File: src/rtl/big_alu_pkg.sv
// Shared constants for the big_alu sign-magnitude adder/subtractor.
package big_alu_pkg;

  localparam int   DATA_WIDTH_DEFAULT = 24;
  localparam int   CLA_GROUP          = 4;
  localparam logic OP_ADD             = 1'b0;
  localparam logic OP_SUB             = 1'b1;

endpackage

File: src/rtl/big_alu_cla_adder.sv
// Carry-lookahead adder: 4-bit groups with group generate/propagate and lookahead across groups.
module big_alu_cla_adder
  import big_alu_pkg::*;
#(
  parameter int WIDTH = DATA_WIDTH_DEFAULT
) (
  input  logic [WIDTH-1:0] x,
  input  logic [WIDTH-1:0] y,
  input  logic             cin,
  output logic [WIDTH-1:0] sum,
  output logic             cout
);

  localparam int GS = CLA_GROUP;
  localparam int NG = (WIDTH + GS - 1) / GS;
  localparam int WP = NG * GS;

  logic [WP-1:0] xp;
  logic [WP-1:0] yp;
  logic [WP-1:0] p;
  logic [WP-1:0] g;
  logic [NG-1:0] gg;
  logic [NG-1:0] gp;
  logic [NG-1:0] gc;
  logic [WP:0]   c;

  assign xp = WP'(x);
  assign yp = WP'(y);
  assign p  = xp ^ yp;
  assign g  = xp & yp;

  always_comb begin
    logic gen_acc;
    logic prop_acc;
    gg = '0;
    gp = '0;
    for (int k = 0; k < NG; k++) begin
      gen_acc  = 1'b0;
      prop_acc = 1'b1;
      for (int i = 0; i < GS; i++) begin
        gen_acc  = g[k*GS+i] | (p[k*GS+i] & gen_acc);
        prop_acc = prop_acc & p[k*GS+i];
      end
      gg[k] = gen_acc;
      gp[k] = prop_acc;
    end
  end

  // Each group carry-in is a flat function of lower group G/P and cin.
  always_comb begin
    logic acc;
    gc = '0;
    for (int k = 0; k < NG; k++) begin
      acc = cin;
      for (int j = 0; j < k; j++) begin
        acc = gg[j] | (gp[j] & acc);
      end
      gc[k] = acc;
    end
  end

  always_comb begin
    c = '0;
    for (int k = 0; k < NG; k++) begin
      c[k*GS] = gc[k];
      for (int i = 0; i < GS; i++) begin
        c[k*GS+i+1] = g[k*GS+i] | (p[k*GS+i] & c[k*GS+i]);
      end
    end
  end

  assign sum  = p[WIDTH-1:0] ^ c[WIDTH-1:0];
  assign cout = c[WIDTH];

endmodule

File: src/rtl/big_alu.sv
// Sign-magnitude add/subtract with one output register stage.
// Define BIG_ALU_CLA_EN to build the magnitude datapath from big_alu_cla_adder.
module big_alu
  import big_alu_pkg::*;
#(
  parameter int DATA_WIDTH = DATA_WIDTH_DEFAULT
) (
  input  logic                  clk,
  input  logic                  rst_n,
  input  logic                  in_valid,
  input  logic [DATA_WIDTH-1:0] a,
  input  logic [DATA_WIDTH-1:0] b,
  input  logic                  sign_a,
  input  logic                  sign_b,
  input  logic                  symbol,
  output logic [DATA_WIDTH:0]   out,
  output logic                  sign_out,
  output logic                  out_valid
);

  localparam int W = DATA_WIDTH;

  logic         eb_p0;
  logic         same_p0;
  logic [W-1:0] y_p0;
  logic [W-1:0] na_p0;
  logic [W-1:0] s_main_p0;
  logic [W-1:0] s_rev_p0;
  logic         co_main_p0;
  logic         co_rev_p0;
  logic [W:0]   res_p0;
  logic         res_sign_p0;

  logic [W:0]   out_p1;
  logic         sign_p1;
  logic         vld_p1;

  // Stage p0: main adder does a+b or a-b; its carry-out is the a>=b flag when subtracting.
  assign eb_p0   = sign_b ^ (symbol == OP_SUB);
  assign same_p0 = (sign_a == eb_p0);
  assign y_p0    = same_p0 ? b : ~b;
  assign na_p0   = ~a;

`ifdef BIG_ALU_CLA_EN
  big_alu_cla_adder #(.WIDTH(W)) u_main_add (
    .x    (a),
    .y    (y_p0),
    .cin  (~same_p0),
    .sum  (s_main_p0),
    .cout (co_main_p0)
  );

  big_alu_cla_adder #(.WIDTH(W)) u_rev_sub (
    .x    (b),
    .y    (na_p0),
    .cin  (1'b1),
    .sum  (s_rev_p0),
    .cout (co_rev_p0)
  );
`else
  assign {co_main_p0, s_main_p0} = {1'b0, a} + {1'b0, y_p0} + {{W{1'b0}}, ~same_p0};
  assign {co_rev_p0, s_rev_p0}   = {1'b0, b} + {1'b0, na_p0} + {{W{1'b0}}, 1'b1};
`endif

  // a>=b and b>=a together mean equal magnitudes: force positive zero.
  always_comb begin
    res_p0      = {1'b0, s_main_p0};
    res_sign_p0 = sign_a;
    if (same_p0) begin
      res_p0 = {co_main_p0, s_main_p0};
    end else if (co_main_p0 && co_rev_p0) begin
      res_p0      = '0;
      res_sign_p0 = 1'b0;
    end else if (!co_main_p0) begin
      res_p0      = {1'b0, s_rev_p0};
      res_sign_p0 = eb_p0;
    end
  end

  // Stage p1: output register, holds last result while in_valid is low.
  always_ff @(posedge clk) begin
    if (!rst_n) begin
      out_p1  <= '0;
      sign_p1 <= 1'b0;
      vld_p1  <= 1'b0;
    end else begin
      vld_p1 <= in_valid;
      if (in_valid) begin
        out_p1  <= res_p0;
        sign_p1 <= res_sign_p0;
      end
    end
  end

  assign out       = out_p1;
  assign sign_out  = sign_p1;
  assign out_valid = vld_p1;

endmodule

File: config.mk
export PLATFORM = sky130hd
export DESIGN_NAME = big_alu
export DESIGN_NICKNAME = d
export VERILOG_FILES = /design/src/rtl/big_alu_pkg.sv /design/src/rtl/big_alu_cla_adder.sv /design/src/rtl/big_alu.sv
export SDC_FILE = /design/constraint.sdc
export NUM_CORES = 1
export LEC_CHECK = 0
export ABC_AREA = 1
export ABC_CLOCK_PERIOD_IN_PS = 3100
export CORE_MARGIN = 1.5
export CORE_UTILIZATION = 45
export DETAILED_ROUTE_END_ITERATION = 6
export HOLD_SLACK_MARGIN = 0.1
export PLACE_DENSITY = 0.7
export SLEW_MARGIN = 5
export SYNTH_ARGS = -nofsm -noshare
export SYNTH_HDL_FRONTEND = slang
export SYNTH_HIERARCHICAL = 1
export SYNTH_SLANG_ARGS = --single-unit
export TNS_END_PERCENT = 10
File: constraint.sdc
create_clock -name clk -period 3.1 [get_ports clk]
set_input_delay 0.31 -clock clk [delete_from_list [all_inputs] [get_ports clk]]
set_output_delay 0.31 -clock clk [all_outputs]
set_load 0.02 [all_outputs]
# Word level (Yosys, flattened, before mapping)
# Cells that the tools add are included.
dict set report totals {
  regBits 27
  in_bits 54
  output_inout_bits 27
  elab_cells 20
}
dict set report op_classes {
  add_sub_neg 4
  eq_ne 1
  muxes 7
  bitwise 4
  reduce_logical 1
}
# op n
set ops {}
lappend ops {{24-bit two-way mux} 3}
lappend ops {{24-bit by 24-bit adder with 25-bit output} 2}
lappend ops {{24-bit inverter} 2}
lappend ops {{25-bit by 1-bit adder with 25-bit output} 1}
lappend ops {{25-bit by 1-bit adder with 25-bit output (second input constant)} 1}
lappend ops {{25-bit two-way mux} 1}
lappend ops {{1-bit two-way mux} 3}
lappend ops {{1-bit == test} 1}
lappend ops {{1-bit logical AND} 1}
lappend ops {{1-bit inverter} 1}
lappend ops {{1-bit bitwise XOR} 1}

# Depth between registers and ports, before layout
dict set report logic_depth {
  ltp_word 8
  mapped_depth 22
  ltp_nobuf 21
}

# Worst setup path before layout
# Ideal clock, no wire load.
dict set report synth_path {
  path_kind {input -> register}
  start {in symbol}
  end {reg out_p1[5], in the netlist out[5]}
  setup_ns 0.067
  arrival_ns 2.695
  required_ns 3.033
  slack_ns 0.338
  cell_stages 21
  path_buffers 4
  cell_sequence {inv_1 > nand2_1 > nand3_1 > nand2_1 > buf_4 > buf_2 > xor2_1 > inv_1 > ha_1 > a21oi_1 > o21a_1 > nand2_1 > nand2_1 > nand3_2 > buf_6 > nor2_4 > buf_6 > nand2_2 > o21ai_2 > nand2_1 > a21oi_2}
}
dict set report synth_via {
  elab_chain_cells 8
  word_cells_on_any_way 10
  cone_classes {add/sub: 2; eq/ne: 1; mux: 4; bitwise: 2; reduce/logical: 1}
}
# element line_no
set synth_rtl {}
lappend synth_rtl {{start, declared} big_alu.sv:15} ;# input logic symbol,
lappend synth_rtl {{1-bit bitwise XOR *} big_alu.sv:39} ;# assign eb_p0 = sign_b ^ (symbol == OP_SUB);
lappend synth_rtl {{1-bit == test *} big_alu.sv:40} ;# assign same_p0 = (sign_a == eb_p0);
lappend synth_rtl {{24-bit two-way mux} big_alu.sv:41} ;# assign y_p0 = same_p0 ? b : ~b;
lappend synth_rtl {{24-bit by 24-bit adder with 25-bit output} big_alu.sv:61} ;# assign {co_main_p0, s_main_p0} = {1'b0, a} + {1'b0, y_p0} + {{W{1'b0}}, ~same_p0};
lappend synth_rtl {{25-bit by 1-bit adder with 25-bit output} big_alu.sv:61}
lappend synth_rtl {{24-bit two-way mux / 1-bit logical AND (equally long branches)} {big_alu.sv:74, big_alu.sv:71}}
lappend synth_rtl {{24-bit two-way mux} big_alu.sv:71} ;# end else if (co_main_p0 && co_rev_p0) begin
lappend synth_rtl {{25-bit two-way mux *} big_alu.sv:69} ;# if (same_p0) begin
lappend synth_rtl {{end signal, assigned} big_alu.sv:89} ;# out_p1 <= res_p0;
lappend synth_rtl {{end, declared} big_alu.sv:34} ;# logic [W:0] out_p1;
# Mark *: on every way between the ends. The rest lies on a longest branch, timed or not.
# A chain may end at the register's enable or synchronous reset.

# Worst setup path after layout
dict set report layout_path {
  start {in sign_b}
  end {reg out_p1[21], in the netlist out[21]}
}
dict set report layout_via {
  elab_chain_cells 8
  word_cells_on_any_way 10
  cone_classes {add/sub: 2; eq/ne: 1; mux: 4; bitwise: 2; reduce/logical: 1}
}
# element line_no
set layout_rtl {}
lappend layout_rtl {{start, declared} big_alu.sv:14} ;# input logic sign_b,
lappend layout_rtl {{1-bit bitwise XOR *} big_alu.sv:39}
lappend layout_rtl {{1-bit == test *} big_alu.sv:40}
lappend layout_rtl {{24-bit two-way mux} big_alu.sv:41}
lappend layout_rtl {{24-bit by 24-bit adder with 25-bit output} big_alu.sv:61}
lappend layout_rtl {{25-bit by 1-bit adder with 25-bit output} big_alu.sv:61}
lappend layout_rtl {{24-bit two-way mux / 1-bit logical AND (equally long branches)} {big_alu.sv:74, big_alu.sv:71}}
lappend layout_rtl {{24-bit two-way mux} big_alu.sv:71}
lappend layout_rtl {{25-bit two-way mux *} big_alu.sv:69}
# Marked as above.

==> results.md <==
Timing:
- The minimum period implied by the final worst setup slack is 2.97 ns.
- For the final database, setup skew stands at 0 ns.
- The worst slew margin relative to its limit is between 50 and 60%.
- The final count of hold timing violations is 0.
- The number of max-slew violations in the final report is 0.
- The slew at the pin closest to its max-slew limit is 0.706 ns.
- The total setup violations reported at the end of the flow is 0.
- For this run, the top clock speed supported by timing is approximately 340 MHz.
- The period utilization is ~96%.

Logic synthesis:
- The commonest cells after synthesis are sky130_fd_sc_hd__nand2_1 (201), sky130_fd_sc_hd__inv_1 (120), sky130_fd_sc_hd__a21oi_1 (76).
- In the synthesized netlist the dominant register cell turns out to be sky130_fd_sc_hd__dfxtp_1.
- Yosys attributes the largest share of cell area to sky130_fd_sc_hd__nand2_1 (16%), sky130_fd_sc_hd__ha_1 (13%), sky130_fd_sc_hd__dfxtp_1 (12%).
- Dividing the synthesized area by the synthesized cell count gives 5.84 µm².
- sky130_fd_sc_hd__nand2_1 is the most common cell in the netlist.
- sky130_fd_sc_hd__nand2_1 takes more of the synthesized area than any other cell.
- Synthesis produced a netlist with a net count of 894.
- Counting flops and latches in the post-synthesis netlist gives 27.
- The synthesized netlist cell count is ~790.
- During synthesis, Yosys emitted a total of 6 warnings.
- The number of unique standard cell types used by synthesis is 43.
- The fraction of synthesis flops using an asynchronous set or reset pin is 0%.
- The total standard cell area after synthesis is around 4600 µm².
- The synthesized design devotes to its leading area cell type 16.4% of total area.
- The sequential fraction of the synthesis area is a little under an eighth.
- The synthesized design contains 0 enable-type register cells.

Die:
- The floorplan has 36 rows.
- The horizontal die dimension is 104 µm.
- In this run the count of I/O pins placed on the die edge is ~80.
- The area enclosed by the die boundary is roughly 11000 µm².
- For this configuration, the core starts out at a cell density of ~47%.
- The core region is approximately 9900 µm².
- The chip height is between 100 and 150 µm.

Clock tree:
- The number of buffers on the longest clock path is 2.
- The number of buffers inserted during clock tree synthesis is 3.
- The root buffer cell chosen for the clock tree is sky130_fd_sc_hd__clkbuf_8.
- For this design, the sink count on the clock tree is 27.
- The later pin in the worst-skew pair is clocked with a latency of 0.27 ns.
- The clock-pin slew of the registers on the worst-case setup and hold paths is about 0.080 ns.
- The TritonCTS clock tree is yes.
- The maximum level of the CTS H-tree is 1.

Detailed routing:
- After detailed routing, the number of vias per cell comes to about 5.3.
- The count of nets left with antenna violations once routing finished came out at 0.
- Before antenna repair, the detailed router went through 5 iterations.
- The DRC violations left is 0.
- In the final routed layout, each cell accounts on average for about 15 µm.
- After the first detailed-routing iteration, the DRC count stood at between 300 and 400.
- Wires add up to ~17000 µm.
- The final route contains just under 6000 vias.

Setup path:
- The setup path with the least slack is of type input pin to register.
- The arrival time of data at the critical path endpoint is 3.14 ns.
- The kind of end point of the critical path is a register.
- The startpoint of the worst-slack reg-to-reg timing path is out[10].
- The maximum fanout encountered on the critical timing path is 9.
- The type of element launching the critical path is an input pin.
- For the worst setup path, the data required time is around 3.3 ns.
- The startpoint of the worst setup timing path is sign_b.

Pwr:
- The fraction of power spent switching nets is around 47%.
- The part of the power in combinational logic is around 76%.
- The internal cell power is about 1.4 mW.
- The power density of the placed cells is approximately 390 nW/µm².
- In this run the static leakage power is between 3 and 4 nW.
- The worst-case IR drop observed on VDD is 0.285 mV.
- The total power is between 2 and 3 mW.
- The switching power is about 1.2 mW.
- The clock network accounts for 7.5% of the total power.
- In this run, flip-flops and latches consume between 10% and 20% of the power.

Global route:
- Global routing used roughly 31% of the available tracks.
- The first global-routing pass estimated roughly 27000 µm of wire.
- The pin count of the biggest net entering global routing is 24.
- The via count of the first global-routing pass was between 5000 and 6000.
- The initial antenna violation count was 0.
- Global routing finished with a remaining overflow of 0.

Min path:
- The startpoint identified for the worst hold timing path is out[22].
- The tightest min-delay check is of the register to register type.

Layout:
- The share of final-layout standard cells stronger than drive strength 1 is between 10% and 20%.
- After the flow finishes, the layout carries non-filler instances totaling between 1000 and 1500.
- Compared with the post-synthesis result, the final layout area differs by 44.3%.
- The number of nets at the end of the flow is between 1000 and 1500.
- Counting the fill cells in the layout gives between 900 and 1000.
- The count of inserted antenna diode cells is 0.

Job:
- Across the run, the number of max-cap violations was 0.

Placed design:
- Once detailed placement completed, the half-perimeter wirelength came to roughly 14000 µm.
- Including well taps, the total number of placed cells is approximately 1100.
- The congestion estimate from routability-driven global placement came to approximately 0.96.
- The count of input and output buffers is 80.

Run status:
- The flow ran to the end, and the final reports show no timing, DRC or antenna violations.
metrics by stage:
step | hold WS [ns] | util [%] | setup TNS (ns) | setup slack [ns] | area (µm²)
final | 0.471 | 67.5 | 0 | 0.134 | 6650
after global routing | 0.494 | 67.5 | -0.0199 | -0.0165 | 6650
after CTS | 0.472 | 66.1 | 0 | 0.0323 | 6520
after detailed placement | 0.458 | 63.9 | -10.03 | -0.496 | 6300
after global placement | 0.455 | 63.9 | -6.46 | -0.347 | 6300
after floorplan | 0.423 | - | 0 | 0.338 | 4610
cell families (layout without fill, tap and decap cells):
kind of cell	Yosys count	after routing	synth area share, %
XOR/XNOR	44	44	8.36
AND/OR/NAND/NOR	385	385	36.6
flip-flops	27	27	11.7
adder cells (fa/ha/maj)	51	51	14.2
AO/OA/AOI/OAI	144	144	17.4
buffers and inverters	138	322	11.8
layout make-up:
type / instances / area (µm²) / share of cell area (%)
sequential: 27 / 541 / 8.12
inverter: 126 / 474 / 7.13
multi-input combinational: 624 / 3730 / 56.1
clock buffer: 3 / 41.3 / 0.621
timing repair buffer: 192 / 1690 / 25.5
clock inverter: 1 / 5.00 / 0.0752
tap: 133 / 166 / 2.50
path summary, 6_finish.rpt:
kind	to	slack, ns	cells past startpoint
worst max-delay path	out[21]	0.13	23
worst min-delay path	out[22]	0.47	2
worst min register to register	out[22]	0.47	2
worst max register to register	out[10]	2.36	4
metal layers:
layer  vias up  GRT usage, %  routed length, µm
li1       2939             -                  -
met1      2641          40.7               7670
met2       224          52.3               7760
met3        55          1.50                979
met4         0          11.9                635
met5         -             0                  0
sequential cells by signal (all words and copies together), names as in the netlist:
| register | flops |
|---|---|
| out | 25 |
| out_valid | 1 |
| sign_out | 1 |
critical path: stages:
cell and delay, ns:
sky130_fd_sc_hd__dlygate4sd2_1 0.25, sky130_fd_sc_hd__inv_1 0.09, sky130_fd_sc_hd__nand2_2 0.08, sky130_fd_sc_hd__nand3_2 0.08
sky130_fd_sc_hd__nand2_4 0.14, sky130_fd_sc_hd__buf_12 0.12, sky130_fd_sc_hd__buf_16 0.13, sky130_fd_sc_hd__xor2_1 0.15
sky130_fd_sc_hd__inv_1 0.06, sky130_fd_sc_hd__ha_1 0.31, sky130_fd_sc_hd__inv_2 0.10, sky130_fd_sc_hd__nor3_4 0.05
sky130_fd_sc_hd__buf_4 0.14, sky130_fd_sc_hd__a21oi_4 0.22, sky130_fd_sc_hd__nand3_4 0.13, sky130_fd_sc_hd__buf_4 0.17
sky130_fd_sc_hd__nand2_2 0.09, sky130_fd_sc_hd__nand2_4 0.07, sky130_fd_sc_hd__buf_4 0.16, sky130_fd_sc_hd__nand3_1 0.08
sky130_fd_sc_hd__nand3_1 0.09, sky130_fd_sc_hd__nand2_1 0.08, sky130_fd_sc_hd__inv_1 0.04
power groups by stage:
stage	clock network [mW]	logic, mW	registers, mW
2_1_floorplan	0	0.988	0.492
3_3_place_gp	0	1.82	0.428
6_report	0.196	2.00	0.424
4_1_cts	0.199	1.92	0.424
3_5_place_dp	0	1.84	0.432
5_1_grt	0.212	2.18	0.430
repair_timing:
action,in CTS,in global routing
gates resized for setup,27,24
hold buffers,0,0
pin swaps,6,5
buffers inserted,4,3
cloned,1,0
setup endpoints to repair,23,25
layout by cell type (no fill, tap or decap), types with 3 or more instances in the layout:
cell type and n:
sky130_fd_sc_hd__xnor2_1 14, sky130_fd_sc_hd__nand2_4 3, sky130_fd_sc_hd__o211ai_1 6, sky130_fd_sc_hd__nor3_1 6, sky130_fd_sc_hd__ha_1 42, sky130_fd_sc_hd__clkbuf_8 3, sky130_fd_sc_hd__inv_2 6, sky130_fd_sc_hd__nand3_1 63
sky130_fd_sc_hd__buf_4 106, sky130_fd_sc_hd__nor2_1 68, sky130_fd_sc_hd__nor2_2 4, sky130_fd_sc_hd__buf_6 3, sky130_fd_sc_hd__or2_2 4, sky130_fd_sc_hd__nand2_1 196, sky130_fd_sc_hd__nand2_2 10, sky130_fd_sc_hd__o21bai_1 7
sky130_fd_sc_hd__a21oi_2 11, sky130_fd_sc_hd__xor2_1 30, sky130_fd_sc_hd__o21ai_1 5, sky130_fd_sc_hd__o21ai_2 3, sky130_fd_sc_hd__inv_1 119, sky130_fd_sc_hd__o21ai_0 32, sky130_fd_sc_hd__dfxtp_1 27, sky130_fd_sc_hd__nand4_1 9
sky130_fd_sc_hd__clkdlybuf4s50_1 77, sky130_fd_sc_hd__a21o_1 3, sky130_fd_sc_hd__a21oi_1 71, sky130_fd_sc_hd__ha_4 7, sky130_fd_sc_hd__nand3_2 6
Power figures use the tool's default switching activity.
